File: config.mk
export PLATFORM = sky130hd
export DESIGN_NAME = id_ex_stage_reg
export DESIGN_NICKNAME = d
export VERILOG_FILES = /design/src/rtl/id_ex_stage_reg.sv
export SDC_FILE = /design/constraint.sdc
export NUM_CORES = 1
export LEC_CHECK = 0
export ABC_CLOCK_PERIOD_IN_PS = 4500
export CORE_AREA = 8 8 121 123
export CTS_CLUSTER_SIZE = 40
export DETAILED_ROUTE_END_ITERATION = 7
export DIE_AREA = 0 0 129 131
export DONT_BUFFER_PORTS = 1
export GPL_TIMING_DRIVEN = 0
export HOLD_SLACK_MARGIN = 0.12
export PLACE_DENSITY = 0.73
export SETUP_SLACK_MARGIN = 0.1
export SLEW_MARGIN = 20
export SYNTH_ARGS = -nofsm -noshare
export SYNTH_HDL_FRONTEND = slang
export SYNTH_SLANG_ARGS = --single-unit
File: constraint.sdc
create_clock -name clk -period 4.5 [get_ports clk]
set_input_delay 0.45 -clock clk [delete_from_list [all_inputs] [get_ports clk]]
set_output_delay 0.45 -clock clk [all_outputs]
set_load 0.03 [all_outputs]
File: src/rtl/id_ex_stage_reg.sv
// rtl/id_ex_stage_reg.sv - ID->EX pipeline register with stall/flush and Tnew countdown
// Optional macro PIPE_PERF_CNT_EN adds stall_cnt/bubble_cnt performance counters.
module id_ex_stage_reg #(
    parameter int DATA_W  = 32,
    parameter int ADDR_W  = 5,
    parameter int NUM_SRC = 2,
    parameter int CTRL_W  = 12,
    parameter int TNEW_W  = 2
) (
    input  logic                      clk,
    input  logic                      reset,
    input  logic                      stall,
    input  logic                      flush,
    input  logic                      valid_d,
    input  logic                      reg_write_d,
    input  logic                      mem_write_d,
    input  logic [CTRL_W-1:0]         ctrl_d,
    input  logic [NUM_SRC*DATA_W-1:0] src_data_d,
    input  logic [NUM_SRC*ADDR_W-1:0] src_addr_d,
    input  logic [ADDR_W-1:0]         dst_addr_d,
    input  logic [DATA_W-1:0]         imm_d,
    input  logic [DATA_W-1:0]         pc_d,
    input  logic [TNEW_W-1:0]         tnew_d,
    output logic                      valid_e,
    output logic                      reg_write_e,
    output logic                      mem_write_e,
    output logic [CTRL_W-1:0]         ctrl_e,
    output logic [NUM_SRC*DATA_W-1:0] src_data_e,
    output logic [NUM_SRC*ADDR_W-1:0] src_addr_e,
    output logic [ADDR_W-1:0]         dst_addr_e,
    output logic [DATA_W-1:0]         imm_e,
    output logic [DATA_W-1:0]         pc_e,
    output logic [TNEW_W-1:0]         tnew_e
`ifdef PIPE_PERF_CNT_EN
    ,
    output logic [31:0]               stall_cnt,
    output logic [31:0]               bubble_cnt
`endif
);

    logic                      slot_valid_q,     slot_valid_d;
    logic                      slot_reg_write_q, slot_reg_write_d;
    logic                      slot_mem_write_q, slot_mem_write_d;
    logic [CTRL_W-1:0]         slot_ctrl_q,      slot_ctrl_d;
    logic [NUM_SRC*DATA_W-1:0] slot_src_data_q,  slot_src_data_d;
    logic [NUM_SRC*ADDR_W-1:0] slot_src_addr_q,  slot_src_addr_d;
    logic [ADDR_W-1:0]         slot_dst_addr_q,  slot_dst_addr_d;
    logic [DATA_W-1:0]         slot_imm_q,       slot_imm_d;
    logic [DATA_W-1:0]         slot_pc_q,        slot_pc_d;
    logic [TNEW_W-1:0]         slot_tnew_q,      slot_tnew_d;
    logic [TNEW_W-1:0]         tnew_dec;

    // Tnew counts down by one on capture but never wraps below zero.
    assign tnew_dec = (tnew_d == '0) ? '0 : tnew_d - TNEW_W'(1);

    always_comb begin
        slot_valid_d     = slot_valid_q;
        slot_reg_write_d = slot_reg_write_q;
        slot_mem_write_d = slot_mem_write_q;
        slot_ctrl_d      = slot_ctrl_q;
        slot_src_data_d  = slot_src_data_q;
        slot_src_addr_d  = slot_src_addr_q;
        slot_dst_addr_d  = slot_dst_addr_q;
        slot_imm_d       = slot_imm_q;
        slot_pc_d        = slot_pc_q;
        slot_tnew_d      = slot_tnew_q;
        if (flush) begin
            // Bubble: zeroed addresses can never match a forwarding or hazard compare.
            slot_valid_d     = 1'b0;
            slot_reg_write_d = 1'b0;
            slot_mem_write_d = 1'b0;
            slot_ctrl_d      = '0;
            slot_src_addr_d  = '0;
            slot_dst_addr_d  = '0;
            slot_tnew_d      = '0;
        end else if (!stall) begin
            slot_valid_d     = valid_d;
            slot_reg_write_d = valid_d & reg_write_d;
            slot_mem_write_d = valid_d & mem_write_d;
            slot_ctrl_d      = ctrl_d;
            slot_src_data_d  = src_data_d;
            slot_src_addr_d  = src_addr_d;
            slot_dst_addr_d  = valid_d ? dst_addr_d : '0;
            slot_imm_d       = imm_d;
            slot_pc_d        = pc_d;
            slot_tnew_d      = valid_d ? tnew_dec : '0;
        end
    end

    always_ff @(posedge clk or posedge reset) begin
        if (reset) begin
            slot_valid_q     <= 1'b0;
            slot_reg_write_q <= 1'b0;
            slot_mem_write_q <= 1'b0;
            slot_ctrl_q      <= '0;
            slot_src_data_q  <= '0;
            slot_src_addr_q  <= '0;
            slot_dst_addr_q  <= '0;
            slot_imm_q       <= '0;
            slot_pc_q        <= '0;
            slot_tnew_q      <= '0;
        end else begin
            slot_valid_q     <= slot_valid_d;
            slot_reg_write_q <= slot_reg_write_d;
            slot_mem_write_q <= slot_mem_write_d;
            slot_ctrl_q      <= slot_ctrl_d;
            slot_src_data_q  <= slot_src_data_d;
            slot_src_addr_q  <= slot_src_addr_d;
            slot_dst_addr_q  <= slot_dst_addr_d;
            slot_imm_q       <= slot_imm_d;
            slot_pc_q        <= slot_pc_d;
            slot_tnew_q      <= slot_tnew_d;
        end
    end

    assign valid_e     = slot_valid_q;
    assign reg_write_e = slot_reg_write_q;
    assign mem_write_e = slot_mem_write_q;
    assign ctrl_e      = slot_ctrl_q;
    assign src_data_e  = slot_src_data_q;
    assign src_addr_e  = slot_src_addr_q;
    assign dst_addr_e  = slot_dst_addr_q;
    assign imm_e       = slot_imm_q;
    assign pc_e        = slot_pc_q;
    assign tnew_e      = slot_tnew_q;

`ifdef PIPE_PERF_CNT_EN
    logic [31:0] stall_cnt_q,  stall_cnt_d;
    logic [31:0] bubble_cnt_q, bubble_cnt_d;

    // An invalid instruction loaded normally is counted as a bubble too.
    always_comb begin
        stall_cnt_d  = stall_cnt_q;
        bubble_cnt_d = bubble_cnt_q;
        if (flush)
            bubble_cnt_d = bubble_cnt_q + 32'd1;
        else if (stall)
            stall_cnt_d = stall_cnt_q + 32'd1;
        else if (!valid_d)
            bubble_cnt_d = bubble_cnt_q + 32'd1;
    end

    always_ff @(posedge clk or posedge reset) begin
        if (reset) begin
            stall_cnt_q  <= '0;
            bubble_cnt_q <= '0;
        end else begin
            stall_cnt_q  <= stall_cnt_d;
            bubble_cnt_q <= bubble_cnt_d;
        end
    end

    assign stall_cnt  = stall_cnt_q;
    assign bubble_cnt = bubble_cnt_q;
`endif

endmodule

==> impl_metrics.tcl, run 1 <==
set metrics [dict create \
    outcome "completed" \
    grt_pass1_vias 3802 \
    fmaxAchievable_ghz 0.696 \
    grt_pass1_wl_um 24100 \
    multiInputGateArea_um2 2380 \
    synth_top_family_by_area "multiplexers" \
    leakage_nw 3.57 \
    io_pins 324 \
    core_um2 12900 \
    antenna_found_initial 0 \
    hold_class "in2reg" \
    period_minus_slack_ns 1.44 \
    synthCells 387 \
    cts-htree-levels 4 \
    postSynthAreaPerCell_um2 17.3 \
    final_cell_mix "dfrtp_1, mux2_4, mux2i_1, nor2_1, clkbuf_16" \
    setup_violations 0 \
    synth_compound_area_share_pct 0.672 \
    overflow 0 \
    synth_simple_gate_area_share_pct 3.17 \
    crit_type "reg2out" \
    cts_tree "done" \
    first_iter_violations 105 \
    clk_pin_slew_ns 0.06 \
    hold_ws_ns 0.177 \
    postRouteAntennaNets 0 \
    synth_xor_xnor_area_share_pct 0 \
    yosys-top-cells-area "dfrtp_1, mux2_4, mux2i_1" \
    critPathLaunchType "register" \
    grt_util_all_layers_pct 19.3 \
    cts_made_buffers 17 \
    cp.arrival_ns 0.99 \
    drv_slew 0 \
    cp-startpoint "reg_write_e" \
    row_count 42 \
    antenna_cells 0 \
    skew_ns 0 \
    synth.yosys.warnings 0 \
    clockBufferDepth 2 \
    yosysTopAreaCellShare_pct 59.7 \
    place_area_um2 7030 \
    synthAdderAreaFrac_pct 0 \
    grt_max_degree 38 \
    slew_headroom_pct 69.1 \
    area_growth_pct 13.9 \
    regArea_um2 4000 \
    nFillCells 969 \
    fin_nets 576 \
    clk_latency_ns 0.41 \
    start_util_pct 52.1 \
    layout_commonest_cell "dfrtp_1" \
    synth.ff_latch_count 160 \
    ff2ff_setup_slack_ns 3.54 \
    synthMuxAreaShare_pct 31.7 \
    post-cts-setup-buffers 0 \
    worstMarginPinSlew_ns 0.464 \
    totalPowerFinal_mw 4.04 \
    setup_ws_ns 3.06 \
    dp_slack_ns 2.99 \
    remaining_drc_errors 0 \
    port_buffers 0 \
    synth_largest_area_cell "dfrtp_1" \
    drive_above_1_share_pct 43.1 \
    wire_per_inst_um 27.0 \
    synth_cell_types 19 \
    power_density_nw_per_um2 528 \
    cap_violations 0 \
    cts_hold_buffers 1 \
    drt-pass1-iter-count 4 \
    worst_setup_path_end_kind "output port" \
    worstPathMaxFanout 2 \
    vias 3244 \
    vdd_ir_drop_max_uv 290 \
    dpl.hpwl_um 12400 \
    fp.dieH_um 131 \
    synth_nets 551 \
    syn_area_um2 6700 \
    clock-sinks 160 \
    hold_violations 0 \
    routed_wl_um 16300 \
    rsz0062_at_grt "false" \
    yosysSeqAreaShare_pct 59.7 \
    worstReg2RegStart "src_data_e[12]" \
    die_x_um 129 \
    cp.required_ns 4.05 \
    cts_root_buf "clkbuf_16" \
    hold_start "src_data_d[42]" \
    fin_crit_sh_pct 31.9 \
    cts_resized 0 \
    place_congestion 0.800 \
    via_per_inst 5.40 \
    design_area_um2 7640 \
    final.setup.tns_ns 0 \
    die-area_um2 16900 \
]
power by group:
part,leakage (nW),switching (mW),internal (mW)
Combinational,1.35,0.135,0.282
Sequential,1.93,0.544,1.62
Clock,0.287,0.554,0.902
Total,3.57,1.23,2.80
metrics by stage:
stage | utilization (%) | instances
3_3_place_gp | 53.8 | 563
4_1_cts | 59.3 | 601
5_1_grt | 59.3 | 601
6_report | 59.3 | 601
3_5_place_dp | 54.6 | 568
2_1_floorplan | - | 387
layout make-up:
type | count | share of cell area [%]
Timing Repair Buffer | 6 | 1.44
Tap cell | 176 | 2.88
Inverter | 1 | 0.0983
Clock inverter | 9 | 1.74
Multi-Input combinational cell | 202 | 31.2
Buffer | 24 | 4.13
Sequential cell | 160 | 52.4
Clock buffer | 23 | 6.13
routing by layer:
metal | share of wire [%] | track usage, % | routed length (um)
met1 | 33 | 19.0 | 5430
met5 | 0 | 0 | 0
met3 | 13 | 10.6 | 2100
met2 | 51 | 32.5 | 8360
met4 | 2.2 | 9.33 | 365
kinds of logic after synthesis:
group,Yosys count
flops,160
compound gates,9
buf+inv,25
mux,151
simple gates,42
worst paths after layout:
kind,depth (start not counted),to
setup / recovery,0,reg_write_e
min in group asynchronous,2,src_data_e[53]
setup reg to reg,1,src_data_e[12]
hold reg to reg,2,dst_addr_e[0]
max in group asynchronous,5,reg_write_e
hold / removal,1,src_data_e[42]
state kept, by name, summed over array words and instances, names as in the netlist:
register	cells
ctrl_e	12
dst_addr_e	5
imm_e	32
mem_write_e	1
pc_e	32
reg_write_e	1
src_addr_e	10
src_data_e	64
tnew_e	2
valid_e	1
synthesized netlist by cell type (all sizes together):
library cell	n
nand4bb	1
a21oi	9
buf	21
clkbuf	3
dfrtp	160
mux2i	23
inv	1
nor2	24
nand3b	7
nand4b	1
nand2	9
mux2	128
No activity file was read; power rests on OpenSTA's default activity.
==> run 2: changes to the inputs <==
--- a/config.mk
+++ b/config.mk
@@ -5,7 +5,7 @@
 export SDC_FILE = /design/constraint.sdc
 export NUM_CORES = 1
 export LEC_CHECK = 0
-export ABC_CLOCK_PERIOD_IN_PS = 4500
+export ABC_CLOCK_PERIOD_IN_PS = 1300
 export CORE_AREA = 8 8 121 123
 export CTS_CLUSTER_SIZE = 40
 export DETAILED_ROUTE_END_ITERATION = 7
==> constraint.sdc (replaced) <==
create_clock -name clk -period 1.3 [get_ports clk]
set_input_delay 0.13 -clock clk [delete_from_list [all_inputs] [get_ports clk]]
set_output_delay 0.13 -clock clk [all_outputs]
set_load 0.03 [all_outputs]
==> run 2 against run 1 <==
Compared with the run above: synthesized area unchanged; synthesized cell count unchanged; the run now fails in 4_1_cts.
==> impl_metrics.tcl, run 2 <==
set metrics [dict create \
    cts_made_buffers 17 \
    fp.dieH_um 131 \
    yosysSeqAreaShare_pct 59.7 \
    syn_area_um2 6700 \
    ys.flop_type "dfrtp_1" \
    synth.most_common_cell "dfrtp_1" \
    row_count 42 \
    haltStage "4_1_cts" \
    post-cts-setup-buffers 0 \
    firstError "[ERROR RSZ-0060] Max buffer count reached." \
    yosysTopAreaCellShare_pct 59.7 \
    synth_simple_gate_area_share_pct 3.17 \
    die_x_um 129 \
    place_congestion 0.800 \
    port_buffers 0 \
    synth_commonest_cells "dfrtp_1, mux2_4, mux2i_1, nor2_1, buf_12" \
    place_inst 568 \
    synth_largest_area_cell "dfrtp_1" \
    cts_root_buf "clkbuf_16" \
    io_pins 324 \
    synth_xor_xnor_area_share_pct 0 \
    synth-edff-count 0 \
    synthCells 387 \
    synth_cell_types 19 \
    synth_top_family_by_area "multiplexers" \
    postSynthAreaPerCell_um2 17.3 \
    synth_nets 551 \
    synth.ff_latch_count 160 \
    dpl.hpwl_um 12400 \
    async_reset_ff_share_pct 100 \
    synthAdderAreaFrac_pct 0 \
    place_area_um2 7030 \
    yosys-top-cells-area "dfrtp_1, mux2_4, mux2i_1" \
    clockBufferDepth 2 \
    clock-sinks 160 \
    cts_hold_buffers 121 \
    cts-htree-levels 4 \
    cts_resized 0 \
    synth_compound_area_share_pct 0.672 \
    start_util_pct 52.1 \
    synth.yosys.warnings 0 \
    synthMuxAreaShare_pct 31.7 \
    outcome "aborted with a tool error" \
]
[run 2: logic make-up after synthesis]
logic type	Yosys count
simple gates	42
mux	151
flops	160
buf+inv	25
compound gates	9
[run 2: stage by stage]
step | setup WS, ns | util (%)
after floorplan | -0.859 | -
after global placement | -1.49 | 53.8
after detailed placement | 0.105 | 54.6
==> run 3: changes to the inputs <==
==> config.mk (replaced) <==
export PLATFORM = sky130hd
export DESIGN_NAME = id_ex_stage_reg
export DESIGN_NICKNAME = d
export VERILOG_FILES = /design/src/rtl/id_ex_stage_reg.sv
export SDC_FILE = /design/constraint.sdc
export NUM_CORES = 1
export LEC_CHECK = 0
export ABC_CLOCK_PERIOD_IN_PS = 1700
export CORE_MARGIN = 8
export CORE_UTILIZATION = 40
export DETAILED_ROUTE_END_ITERATION = 7
export DONT_BUFFER_PORTS = 1
export GPL_TIMING_DRIVEN = 0
export PLACE_DENSITY_LB_ADDON = 0.15
export SLEW_MARGIN = 20
export SYNTH_ARGS = -nofsm -noshare
export SYNTH_HDL_FRONTEND = slang
export SYNTH_SLANG_ARGS = --single-unit
==> constraint.sdc (replaced) <==
create_clock -name clk -period 1.7 [get_ports clk]
set_input_delay 0.17 -clock clk [delete_from_list [all_inputs] [get_ports clk]]
set_output_delay 0.17 -clock clk [all_outputs]
set_load 0.03 [all_outputs]
==> run 3 against run 2 <==
Compared with the run above: the run again fails in 4_1_cts; synthesized area stayed put; synthesized cell count unchanged.
==> impl_metrics.tcl, run 3 <==
set metrics [dict create \
    outcome "aborted with a tool error" \
    haltStage "4_1_cts" \
    firstError "[ERROR RSZ-0060] Max buffer count reached." \
    cts_resized 0 \
    dpl.hpwl_um 13000 \
    synth_xor_xnor_area_share_pct 0 \
    ys.flop_type "dfrtp_1" \
    syn_area_um2 6700 \
    async_reset_ff_share_pct 100 \
    yosysTopAreaCellShare_pct 59.7 \
    place_inst 612 \
    cts_hold_buffers 130 \
    synth_commonest_cells "dfrtp_1, mux2_4, mux2i_1, nor2_1, buf_12" \
    synthMuxAreaShare_pct 31.7 \
    synth.yosys.warnings 0 \
    synthAdderAreaFrac_pct 0 \
    clock-sinks 160 \
    die_x_um 145 \
    place_congestion 0.767 \
    postSynthAreaPerCell_um2 17.3 \
    fp.dieH_um 145 \
    yosysSeqAreaShare_pct 59.7 \
    synth_largest_area_cell "dfrtp_1" \
    io_pins 324 \
    clockBufferDepth 2 \
    cts-htree-levels 4 \
    row_count 47 \
    cts_made_buffers 17 \
    synth_cell_types 19 \
    cts_root_buf "clkbuf_16" \
    synth-edff-count 0 \
    port_buffers 0 \
    synthCells 387 \
    synth_compound_area_share_pct 0.672 \
    synth_nets 551 \
    synth_top_family_by_area "multiplexers" \
    synth_simple_gate_area_share_pct 3.17 \
    start_util_pct 40.7 \
    synth.ff_latch_count 160 \
    synth.most_common_cell "dfrtp_1" \
    post-cts-setup-buffers 0 \
    yosys-top-cells-area "dfrtp_1, mux2_4, mux2i_1" \
]
-- run 3: cell counts after synthesis --
Identical to the previous run, type by type.
-- run 3: kinds of logic after synthesis --
| kind of cell | count (synthesis) |
|---|---|
| buffers and inverters | 25 |
| and+or+nand+nor | 42 |
| DFF | 160 |
| muxes | 151 |
| AOI/OAI and AO/OA | 9 |
-- run 3: stage by stage --
stage               hold slack (ns)  setup slack (ns)  TNS (ns)  area, um2  util, %
global placement              0.318             -1.32   -209.05       6980     42.4
detailed placement            0.101             0.454         0       7090     43.1
floorplan                     0.318            -0.499    -79.81       6710        -
